## src/rtl/gp_arbiter.sv

```systemverilog
// gp_arbiter: round-robin share of one rect graphics processor
// between NUM_REQ painters, with screen clamping.
//
// Ports:
//   clk, rst            clock, sync active-high reset
//   req_en/req_opcode   per-slot request and opcode
//   req_tl_*/req_br_*   per-slot packed rectangle corners
//   req_arg             per-slot 12-bit BGR colour
//   req_finish          completion to the granted slot
//   grant               one-hot owner, zero when idle
//   gp_en, gp_*         latched command to the processor
//   gp_finish           completion from the processor
module gp_arbiter #(
  parameter int NUM_REQ = 3,
  parameter int MAX_X   = 639,
  parameter int MAX_Y   = 479
) (
  input  logic                  clk,
  input  logic                  rst,
  input  logic [NUM_REQ-1:0]    req_en,
  input  logic [NUM_REQ-1:0]    req_opcode,
  input  logic [10*NUM_REQ-1:0] req_tl_x,
  input  logic [9*NUM_REQ-1:0]  req_tl_y,
  input  logic [10*NUM_REQ-1:0] req_br_x,
  input  logic [9*NUM_REQ-1:0]  req_br_y,
  input  logic [12*NUM_REQ-1:0] req_arg,
  output logic [NUM_REQ-1:0]    req_finish,
  output logic [NUM_REQ-1:0]    grant,
  output logic                  gp_en,
  output logic                  gp_opcode,
  output logic [9:0]            gp_tl_x,
  output logic [8:0]            gp_tl_y,
  output logic [9:0]            gp_br_x,
  output logic [8:0]            gp_br_y,
  output logic [11:0]           gp_arg,
  input  logic                  gp_finish
);

  localparam int OW =
    (NUM_REQ > 1) ? $clog2(NUM_REQ) : 1;
  localparam logic [9:0] CLAMP_X = 10'(MAX_X);
  localparam logic [8:0] CLAMP_Y = 9'(MAX_Y);

  typedef enum logic [1:0] {
    IDLE, LATCH, EXEC, DONE
  } state_t;

  state_t state;

  logic [OW-1:0] rr;
  logic [OW-1:0] owner;
  logic [OW-1:0] owner_nxt;
  logic [OW-1:0] pick;
  logic          pick_vld;

  logic [NUM_REQ-1:0] pick_oh;
  logic [NUM_REQ-1:0] own_oh;

  logic       o_op;
  logic [9:0] o_tl_x;
  logic [8:0] o_tl_y;
  logic [9:0] o_br_x;
  logic [8:0] o_br_y;
  logic [11:0] o_arg;
  logic [9:0] c_br_x;
  logic [8:0] c_br_y;
  logic       drop;

  // Scan downward from the last slot so the
  // first set bit at or after rr wins.
  always_comb begin
    pick     = '0;
    pick_vld = 1'b0;
    for (int k = NUM_REQ - 1; k >= 0; k--) begin
      if (req_en[(int'(rr) + k) % NUM_REQ]) begin
        pick_vld = 1'b1;
        pick = OW'((int'(rr) + k) % NUM_REQ);
      end
    end
  end

  assign pick_oh = NUM_REQ'(1) << pick;
  assign own_oh  = NUM_REQ'(1) << owner;

  assign owner_nxt =
    (owner == OW'(NUM_REQ - 1)) ? '0
                                : owner + 1'b1;

  assign o_op   = req_opcode[owner];
  assign o_tl_x = req_tl_x[owner*10 +: 10];
  assign o_tl_y = req_tl_y[owner*9 +: 9];
  assign o_br_x = req_br_x[owner*10 +: 10];
  assign o_br_y = req_br_y[owner*9 +: 9];
  assign o_arg  = req_arg[owner*12 +: 12];

  assign c_br_x =
    (o_br_x > CLAMP_X) ? CLAMP_X : o_br_x;
  assign c_br_y =
    (o_br_y > CLAMP_Y) ? CLAMP_Y : o_br_y;

  // Empty after clamping: nothing to draw.
  assign drop =
    (o_tl_x > c_br_x) || (o_tl_y > c_br_y);

  always_ff @(posedge clk) begin
    if (rst) begin
      state      <= IDLE;
      rr         <= '0;
      owner      <= '0;
      grant      <= '0;
      req_finish <= '0;
      gp_en      <= 1'b0;
      gp_opcode  <= 1'b0;
      gp_tl_x    <= '0;
      gp_tl_y    <= '0;
      gp_br_x    <= '0;
      gp_br_y    <= '0;
      gp_arg     <= '0;
    end else begin
      unique case (state)
        IDLE: begin
          if (pick_vld) begin
            owner <= pick;
            grant <= pick_oh;
            state <= LATCH;
          end
        end
        LATCH: begin
          gp_opcode <= o_op;
          gp_tl_x   <= o_tl_x;
          gp_tl_y   <= o_tl_y;
          gp_br_x   <= c_br_x;
          gp_br_y   <= c_br_y;
          gp_arg    <= o_arg;
          if (drop) begin
            req_finish <= own_oh;
            state      <= DONE;
          end else begin
            gp_en <= 1'b1;
            state <= EXEC;
          end
        end
        EXEC: begin
          if (gp_finish) begin
            gp_en      <= 1'b0;
            req_finish <= own_oh;
            state      <= DONE;
          end
        end
        DONE: begin
          if (!req_en[owner] && !gp_finish) begin
            req_finish <= '0;
            grant      <= '0;
            rr         <= owner_nxt;
            state      <= IDLE;
          end
        end
        default: state <= IDLE;
      endcase
    end
  end

endmodule

```

## config.mk

```make
export PLATFORM = sky130hd
export DESIGN_NAME = gp_arbiter
export DESIGN_NICKNAME = d
export VERILOG_FILES = /design/src/rtl/gp_arbiter.sv
export SDC_FILE = /design/constraint.sdc
export NUM_CORES = 1
export LEC_CHECK = 0
export ABC_AREA = 1
export CAP_MARGIN = 20
export CORE_MARGIN = 2
export CORE_UTILIZATION = 43
export DETAILED_ROUTE_END_ITERATION = 8
export GPL_TIMING_DRIVEN = 1
export HOLD_SLACK_MARGIN = 0.15
export PLACE_DENSITY = 0.87
export SETUP_SLACK_MARGIN = 0.4
export SLEW_MARGIN = 10
export SYNTH_ARGS = -nofsm -noshare
export SYNTH_HDL_FRONTEND = slang
export SYNTH_SLANG_ARGS = --single-unit
```

## constraint.sdc

```tcl
create_clock -name clk -period 6.18 [get_ports clk]
set_input_delay 1.854 -clock clk [delete_from_list [all_inputs] [get_ports clk]]
set_output_delay 1.854 -clock clk [all_outputs]
set_load 0.05 [all_outputs]
```

==> run_results.csv <==
group,metric,value,unit
setup_path,cp.arrival,4330,ps
clock_network,number_of_clock_buffers_inserted_by_tritoncts,9,
synth,ys_top_cells_by_count,"nand2_1 (157), nor2_1 (76), dfxtp_1 (64)",
synth,synth.most_common_cell,"nand2_1",
final_layout,final_cells,937,
outcome,run_status,"finished, final reports clean",
clock_network,tritoncts,"done",
setup_path,timing.critical_path.to_type,"flop",
synth,synth-seq-cells,64,
pwr,p_total,3599,uW
hold_path,holdCritPathClass,"reg2reg",
timing,timing.max_slew.rel_slack,37.50,%
floorplanning,placeableCoreArea,9196,um2
synth,synth_top_area_share,31.45,%
synth,synth_sequential_area_ratio,31.45,%
pwr,comb_power_share,68.5,%
synth,cell_count_after_synthesis,621,
clock_network,post-cts-setup-buffers,0,
pwr,p_seq_share,18.9,%
clock_network,cts_root_buf,"clkbuf_8",
routing,drt.antenna.violating_nets,0,
place,dpl.cell_count,921,
pwr,switching_portion_of_total_power,52.96,%
floorplanning,io_pins,217,
synth,cell_type_with_the_largest_total_area_after_synthesis,"dfxtp_1",
clock_network,insertion_delay,360,ps
pwr,share_clk_of_total_power,12.6,%
synth,syn_avg_cell_area,6.560,um2
synth,combinational_family_with_the_most_area_after_synthesis,"simple AND/OR/NAND/NOR gates",
synth,synth_xor_area_share,0,%
timing,fin_crit,4093,ps
timing,hold_viol,0,
floorplanning,rows,35,
clock_network,cts_max_path_buffers,2,
pwr,total_switching_power,1906,uW
floorplanning,floorplan.die.height,101.3,um
final_layout,antenna_cell_count,0,
synth,yosys.cell_types.count,39,
global_routing,grt_antenna_before_repair,0,
global_routing,grt.total_usage,27.38,%
synth,synth_async_sr_flop_share,0,%
routing,finalWirelength,14.35,mm
routing,drtPass1Iterations,5,
timing,skew,14.31,ps
setup_path,setup.worst_path.start_class,"primary input",
global_routing,grt_pass1_vias,4853,
synth,mappedNetlistArea,4074,um2
timing,timing.final.setup_violations,0,
timing,maxClockFrequency,0.2443,GHz
synth,synth-compound-area-share,20.85,%
timing,drv_slew,0,
final_layout,number_of_filler_instances_in_the_final_layout,757,
clock_network,clk_pin_slew_worst_paths,70,ps
place,routability_congestion_estimate,0.9439,
clock_network,clock_sinks,64,
global_routing,grt_pass1_wl,22.34,mm
setup_path,critical_path.max_fanout,8,
synth,synthSimpleGateAreaFrac,30.04,%
clock_network,cts_repair_resize_count,0,
synth,synthesized_area_fraction_occupied_by_adder_cells,7.678,%
synth,yosys-mux-area-fraction,0,%
clock_network,ctsHoldBuffers,0,
routing,remaining_drc_errors,0,
global_routing,largest_net_degree_at_the_start_of_global_routing,79,
final_layout,area_delta_synth_final,59.55,%
synth,synth_enable_flop_cells,0,
pwr,intPower,1693,uW
routing,routed_via_density,5.321,
timing,final_critical_path_setup_slack,2087,ps
floorplanning,design.die.area,10270,um2
final_layout,finish.net_count,1005,
routing,wire_per_inst,15.31,um
synth,mappedNetlistNets,805,
timing,rsz0062_at_grt,"no",
routing,drt-initial-drc-count,227,
timing,tns,0,ps
synth,synth-warning-count,0,
final_layout,post_route_cells_drive_above_1_share,4.237,%
setup_path,worstPathRequired,6420,ps
pwr,pwr_density_cell,553.7,nW/um2
synth,synth-main-ff-cell,"dfxtp_1",
clock_network,htreeDepth,3,
pwr,ir_drop_worst_vdd,275.3,uV
timing,tightest_slew,931.7,ps
place,detailedPlacementHpwl,10.95,mm
timing,timing.final.crit_share,66.23,%
final_layout,final_core_utilization,70.68,%
synth,synth.top_cells.by_area,"dfxtp_1 (31%), nand2_1 (14%), ha_1 (7.7%), nor2_1 (7.0%), o21ai_0 (6.3%)",
routing,via_count,4986,
floorplanning,die_w,101.3,um
setup_path,crit_type,"in2reg",
global_routing,grt_overflow_total,0,
floorplanning,initial_util,44.30,%
place,pre_cts_setup_slack,1756,ps
pwr,power_leakage,0.002872,uW
job,cap_violations,0,
place,place.port_buffers,216,
[cell families (layout without fill, tap and decap cells)]
logic type / after synthesis / count (layout)
compound gates: 143 / 143
fa+ha+maj: 25 / 25
buf+inv: 97 / 302
flops: 64 / 64
simple gates: 292 / 292
[critical path: stages]
cell	delay, ps
clkdlybuf4s50_1	410
nand2_1	80
nand2_1	50
a21oi_1	170
nand2_1	120
nand2_4	150
inv_2	80
nor3_1	200
ha_1	300
nand2_1	100
inv_1	50
nand2_1	50
nand2_1	40
nand2_1	50
nand3_1	70
nand2_1	90
nand3_1	110
nand2_2	160
nand2_1	70
nand2_1	70
nor2_1	60
[power groups by stage]
stage	logic, uW	clock network, uW	registers (uW)
after floorplan	1190	0	1220
final	2470	452	680
after global placement	2370	0	681
after global routing	2700	472	699
after CTS	2460	453	679
after detailed placement	2450	0	686
[per-stage QoR]
step | hold WS, ps | area, um2
6_report | 463.8 | 6500
5_1_grt | 502.2 | 6500
4_1_cts | 467.7 | 6500
3_5_place_dp | 456.3 | 6256
3_3_place_gp | 453.7 | 6256
2_1_floorplan | 481.7 | 4074
[registers in the layout, summed over array words and instances, names as in the netlist]
signal      flops
state           2
gp_en           1
grant           3
gp_opcode       1
gp_br_y         9
rr              2
owner           2
req_finish      3
gp_tl_y         9
gp_arg         12
gp_br_x        10
gp_tl_x        10
[final cells by class]
class | count | area (um2) | area share (%)
Tap cell | 111 | 138.9 | 2.137
Clock inverter | 7 | 120.1 | 1.848
Sequential cell | 64 | 1281 | 19.71
Timing Repair Buffer | 220 | 2192 | 33.72
Inverter | 66 | 250.2 | 3.850
Clock buffer | 9 | 123.9 | 1.906
Multi-Input combinational cell | 460 | 2394 | 36.82
[path summary, 6_finish.rpt]
kind,cells past startpoint,to,from,slack [ps]
worst min register to register,2,grant[1],grant[1],460
worst max register to register,20,req_finish[2],owner[0],2760
worst min-delay path,2,grant[1],grant[1],460
worst max-delay path,21,req_finish[2],req_br_x[18],2090
[placed cells by master (no fill, tap or decap), drive strengths merged, types with 2 or more instances in the layout]
master and instances:
clkdlybuf4s50 216, o211ai 7, a221oi 3, buf 4, a22oi 17, dfxtp 64
bufinv 3, nand3 37, ha 25, nand4 5, clkinv 4, clkbuf 9
inv 65, nor3 7, a21oi 34, a22o 8, nand2 162, nor2 77
o21ai 57, or2 2, a31oi 12
[layer usage]
layer / part of all wire, % / global-route usage [%]
met1: 40 / 31.97
met2: 51 / 49.62
met3: 7.5 / 5.176
met4: 2.3 / 10.08
met5: 0 / 0
No activity file was read; power rests on OpenSTA's default activity.
==> RTL edit 1: new RTL, same settings <==
The 4 states of `state_t` get a Gray code encoding in 2 bits.
--- a/src/rtl/gp_arbiter.sv
+++ b/src/rtl/gp_arbiter.sv
@@ -42,7 +42,7 @@
   localparam logic [8:0] CLAMP_Y = 9'(MAX_Y);
 
   typedef enum logic [1:0] {
-    IDLE, LATCH, EXEC, DONE
+    IDLE = 2'b00, LATCH = 2'b01, EXEC = 2'b11, DONE = 2'b10
   } state_t;
 
   state_t state;
Behaviour: no difference found for any inputs over 4 cycles, from zero or initial values and one cycle with rst high; so few cycles prove little.
==> RTL edit 1 against the original RTL <==
  * Area after synthesis fell by 1.5%
  * Setup slack got worse by 0.012 ns
  * Cell area fell by 1.6%
  * Count of clock-buffer cells in the layout rose by 2
  * Total power fell by 13%
  * Sequential cell count did not move
  * Critical path type unchanged
  * Via count fell by 2.2%
  * Global-route usage barely moved
  * Clock power fell by 16%
  * Largest power group unchanged
  * Hold slack improved by 0.024 ns
  * Sequential share of layout area rose by 0.32 points
  * Wire length fell by 1.9%
==> RTL edit 1: results (changes against the original RTL) <==
logic_synthesis:
  synth_common_cells: "nand2_1 (155), nor2_1 (81), dfxtp_1 (64)"  # was nand2_1 (157), nor2_1 (76), dfxtp_1 (64)
  synthAdderAreaFrac: 0.0655  # was 0.0768
  synth.area.top_cells: "dfxtp_1 (32%), nand2_1 (14%), nor2_1 (7.6%)"  # was dfxtp_1 (31%), nand2_1 (14%), ha_1 (7.7%)
  synth-xor-area-share: 0  # unchanged
  synth.avg_cell_area_sq_um: 6.57  # was 6.56 sq um
  ys_seq_area_frac: 0.319  # was 0.314
  synth_compound_area_frac: 0.201  # was 0.209
  ys_types: 33  # was 39
  yosys_warnings: 0  # unchanged
  synthMuxAreaShare: 0  # unchanged
  synth.net_count: 791  # was 805
setup_path:
  worstReg2RegStart: "owner[1]$_SDFFE_PP0P_"  # was owner[0]$_SDFFE_PP0P_
  r2r_cells: 17  # was 20
  cp.arrival_ns: 4.35  # was 4.33 ns
  cp_max_fo: 9  # was 8
  rrSetupSlack_ns: 2.66  # was 2.76 ns
clock_tree:
  postCtsSetupBuffers: 0  # unchanged
  cts_made_buffers: 9  # unchanged
hold_path:
  hold_depth: 2  # unchanged
  hold_class: "reg -> reg"  # unchanged
  hold_end: "rr[1]$_SDFFE_PP0P_"  # was grant[1]$_SDFFE_PP0P_
  worstHoldStart: "rr[1]$_SDFFE_PP0P_"  # was grant[1]$_SDFFE_PP0P_
global_routing:
  grt_usage: 0.274  # about the same
  grt_max_degree: 84  # was 79
  grt_use_met2: 0.507  # was 0.496
  met1_usage: 0.298  # was 0.320
  grt_use_met3: 0.0693  # was 0.0518
  grt_first_pass_wirelength_mm: 22.1  # was 22.3 mm
  antenna_found_initial: 0  # unchanged
place:
  port_buffers: 216  # unchanged
  placedCellCount: 909  # was 921
  gp_routability_congestion: 0.855  # was 0.944
  hpwl_mm: 10.7  # was 10.9 mm
sta:
  fin_skew_ns: 0.0104  # was 0.0143 ns
  final_max_slew_viol_count: 0  # unchanged
  max_slew_margin: 0.428  # was 0.375
power_and_ir_drop:
  vdd_drop_max_mv: 0.247  # was 0.275 mV
  leakagePower_nw: 2.76  # was 2.87 nW
  p_sw_frac: 0.522  # was 0.530
cells_and_area:
  reg_top3: "gp_arg x12, gp_br_x x10, gp_tl_x x10"  # unchanged
  nFillCells: 752  # was 757
  drive_above_1_share: 0.0504  # was 0.0424
  nNetsFinal: 989  # was 1005
  antenna_cells: 0  # unchanged
routing:
  vias: 4876  # was 4986
  viasPerCell: 5.27  # was 5.32
  drtIter0Drc: 253  # was 227
  drt-total-wl_mm: 14.1  # was 14.3 mm
  dr.pass1.iters: 6  # was 5
run_status:
  status: "complete, no violations"  # unchanged
RTL edit 1: changes by cell type in the layout (fill, tap and decap cells not counted), sizes merged, moves of 4 or more:
cell,before,now
nor2,77,86
a21o,1,6
ha,25,21
inv,65,56
a21oi,34,39
o211ai,7,0
nand3,37,42
nand2,162,157
a22oi,17,11
RTL edit 1: critical path, stage by stage:
cell	delay, ns
clkdlybuf4s50_1	0.40
a22o_1	0.23
a21oi_1	0.15
nand2_1	0.09
nand2_2	0.18
inv_2	0.12
nor3_2	0.13
ha_1	0.26
nand2_1	0.09
inv_1	0.05
nand2_1	0.05
nand2_1	0.05
nand2_1	0.05
nand3_1	0.06
nand2_1	0.06
nand3_1	0.22
a21oi_1	0.24
nor2_1	0.06
RTL edit 1: cells by family (layout without fill, tap and decap cells):
kind of cell,after synthesis,count (layout)
AO/OA/AOI/OAI,136,136
adder cells (fa/ha/maj),21,21
buffers and inverters,89,292
flip-flops,64,64
AND/OR/NAND/NOR,301,301
RTL edit 1: power groups by stage:
stage	clock network (mW)	registers (mW)	logic, mW
2_1_floorplan	0	1.19	0.911
3_3_place_gp	0	0.670	2.00
3_5_place_dp	0	0.675	2.06
4_1_cts	0.379	0.668	2.08
5_1_grt	0.399	0.686	2.26
6_report	0.379	0.669	2.08
RTL edit 1: final cells by class:
cell class | count | area share
Timing Repair Buffer | 220 | 0.343
Clock buffer | 11 | 0.0237
Tap cell | 111 | 0.0217
Inverter | 56 | 0.0329
Multi-Input combinational cell | 458 | 0.370
Clock inverter | 5 | 0.00861
Sequential cell | 64 | 0.200
RTL edit 1: worst max-delay path by stage:
stage	slack (ns)	cells after the start	endpoint	start
detailed placement	1.75	18	req_finish[1]$_SDFFE_PP0P_	req_br_x[8]
finish	2.07	18	req_finish[1]$_SDFFE_PP0P_	req_br_x[8]
global route	1.75	19	req_finish[2]$_SDFFE_PP0P_	req_br_x[8]
CTS	2.13	18	req_finish[1]$_SDFFE_PP0P_	req_br_x[8]
global placement	1.87	18	req_finish[2]$_SDFFE_PP0P_	req_br_x[7]
floorplan	2.49	17	req_finish[0]$_SDFFE_PP0P_	req_br_x[8]
RTL edit 1: routing by layer:
layer	vias up	wire [um]
met5	-	0
met4	0	273
met3	24	1330
met2	228	7100
met1	2214	5370
li1	2410	-
RTL edit 1: through the flow:
step	area (sq um)	hold WS [ns]	setup slack, ns
5_1_grt	6400	0.512	1.75
2_1_floorplan	4010	0.451	2.49
3_3_place_gp	6190	0.462	1.87
6_report	6400	0.487	2.07
4_1_cts	6400	0.485	2.13
3_5_place_dp	6190	0.475	1.75
==> RTL edit 2: new RTL, same flow settings <==
Without the edit above. `NUM_REQ`: 3 -> 6.
--- a/src/rtl/gp_arbiter.sv
+++ b/src/rtl/gp_arbiter.sv
@@ -11,7 +11,7 @@
 //   gp_en, gp_*         latched command to the processor
 //   gp_finish           completion from the processor
 module gp_arbiter #(
-  parameter int NUM_REQ = 3,
+  parameter int NUM_REQ = 6,
   parameter int MAX_X   = 639,
   parameter int MAX_Y   = 479
 ) (
Interface: changed (9 resized); port bits go from 217 to 379. No check against the original RTL was run, so the function may have changed too.
==> RTL edit 2 against the original RTL <==
  * Cell area grew 59%
  * Setup slack lost 0.70 ns
  * Critical path depth shrank 6
  * Global-route usage grew 10 points
  * Clock skew shrank 0.0086 ns
  * Wire length grew 100%
  * Total power grew 43%
  * Area after synthesis grew 50%
  * Sequential cell count grew 8
  * Largest cell class unchanged
==> RTL edit 2: results (changes against the original RTL) <==
run_status:
  status: "complete, no violations"  # unchanged
sta:
  fmax_mhz: 209  # was 244 MHz
  fin_skew_ns: 0.00567  # was 0.0143 ns
setup_path:
  critPathSlowestCell: "o41ai_1"  # was clkdlybuf4s50_1
  r2r_cells: 15  # was 20
  rrSetupSlack_ns: 1.55  # was 2.76 ns
  cp_max_fo: 7  # was 8
  cp.arrival_ns: 5.01  # was 4.33 ns
  critPathLaunch: "req_br_x[39]"  # was req_br_x[18]
global_routing:
  grt_max_degree: 77  # was 79
  antenna_found_initial: 1  # was 0
  grt_pass1_vias: 7872  # was 4853
  grt_usage: 0.377  # was 0.274
  grt_first_pass_wirelength_mm: 43.4  # was 22.3 mm
place:
  port_buffers: 378  # was 216
  gp_routability_congestion: 0.948  # was 0.944
  hpwl_mm: 22.6  # was 10.9 mm
  placedCellCount: 1405  # was 921
  place_worst_setup_slack_ns: 1.16  # was 1.76 ns
  place_area_sq_um: 9990  # was 6260 sq um
routing:
  drtIter0Drc: 777  # was 227
  routedWlPerCell_um: 20.6  # was 15.3 um
  viasPerCell: 5.76  # was 5.32
clock_tree:
  ctsRootBufferMaster: "clkbuf_16"  # was clkbuf_8
  clock_latency_ns: 0.34  # was 0.36 ns
logic_synthesis:
  ys_types: 46  # was 39
  synth_common_cells: "nand2_1 (150), a22oi_1 (107), inv_1 (96)"  # was nand2_1 (157), nor2_1 (76), dfxtp_1 (64)
  synth.net_count: 1240  # was 805
  ys_seq_area_frac: 0.235  # was 0.314
  synth.area.top_cells: "dfxtp_1 (24%), a22oi_1 (13%), nand2_1 (9.2%)"  # was dfxtp_1 (31%), nand2_1 (14%), ha_1 (7.7%)
cells_and_area:
  nFillCells: 1122  # was 757
  drive_above_1_share: 0.0701  # was 0.0424
power_and_ir_drop:
  leakagePower_nw: 4.40  # was 2.87 nW
[RTL edit 2: cell types whose count changed after synthesis, moves of 11 or more]
cell / before / now
a21oi_1: 34 / 73
a221o_1: 0 / 24
a221oi_1: 3 / 17
a22oi_1: 17 / 107
buf_2: 8 / 22
inv_1: 62 / 96
nand2_2: 4 / 22
nor2_1: 76 / 57
o211ai_1: 7 / 18
[RTL edit 2: worst register-to-register path, cell delays in order, from the launching register on]
cell,delay (ns)
dfxtp_1,0.38
nor2_4,0.52
inv_1,0.18
nor2_4,0.52
inv_1,0.21
o221ai_1,0.45
nand2_1,0.31
and2_1,0.24
ha_1,0.29
nand2_1,0.09
o41ai_1,0.54
nand3_1,0.20
nand2_1,0.24
inv_2,0.10
o21ai_0,0.16
nor2_1,0.08
[RTL edit 2: worst min path at each step]
| stage | startpoint | to | slack [ns] | cells past startpoint |
|---|---|---|---|---|
| 5_1_grt | grant[5]$_SDFFE_PP0P_ | grant[5]$_SDFFE_PP0P_ | 0.49 | 2 |
| 3_5_place_dp | grant[3]$_SDFFE_PP0P_ | grant[3]$_SDFFE_PP0P_ | 0.46 | 2 |
| 6_report | grant[1]$_SDFFE_PP0P_ | grant[1]$_SDFFE_PP0P_ | 0.47 | 2 |
| 2_1_floorplan | state[0]$_SDFFE_PP0P_ | state[0]$_SDFFE_PP0P_ | 0.48 | 2 |
| 4_1_cts | grant[5]$_SDFFE_PP0P_ | grant[5]$_SDFFE_PP0P_ | 0.47 | 2 |
| 3_3_place_gp | grant[2]$_SDFFE_PP0P_ | grant[2]$_SDFFE_PP0P_ | 0.46 | 2 |
[RTL edit 2: cell families after synthesis]
logic type,Yosys count,share of synthesized area
compound gates,320,0.362
buf+inv,165,0.109
xor+xnor,2,0.00286
simple gates,298,0.221
fa+ha+maj,34,0.0694
flops,72,0.235
[RTL edit 2: layout make-up]
type | count | share of cell area
diodes | 1 | 0.000243
clock buffers | 9 | 0.0218
clock inverters | 7 | 0.00934
inverters | 108 | 0.0393
multi-input cells | 654 | 0.391
flip-flops and latches | 72 | 0.140
well taps | 180 | 0.0218
repair buffers | 391 | 0.376
[RTL edit 2: routing by layer]
metal  part of all wire  wire length (um)
met1               0.37             11000
met2               0.50             14700
met3              0.087              2550
met4              0.038              1120
met5                  0                 0
[RTL edit 2: report_power, final]
part           internal, mW  switching (mW)
combinational          1.35            2.45
clock                 0.353           0.219
sequential            0.646           0.122
[RTL edit 2: stage by stage]
step                      hold slack (ns)   util
after global routing                0.491  0.743
after CTS                           0.471  0.743
after global placement              0.456  0.720
final                               0.472  0.743
after detailed placement            0.457  0.720
after floorplan                     0.484      -
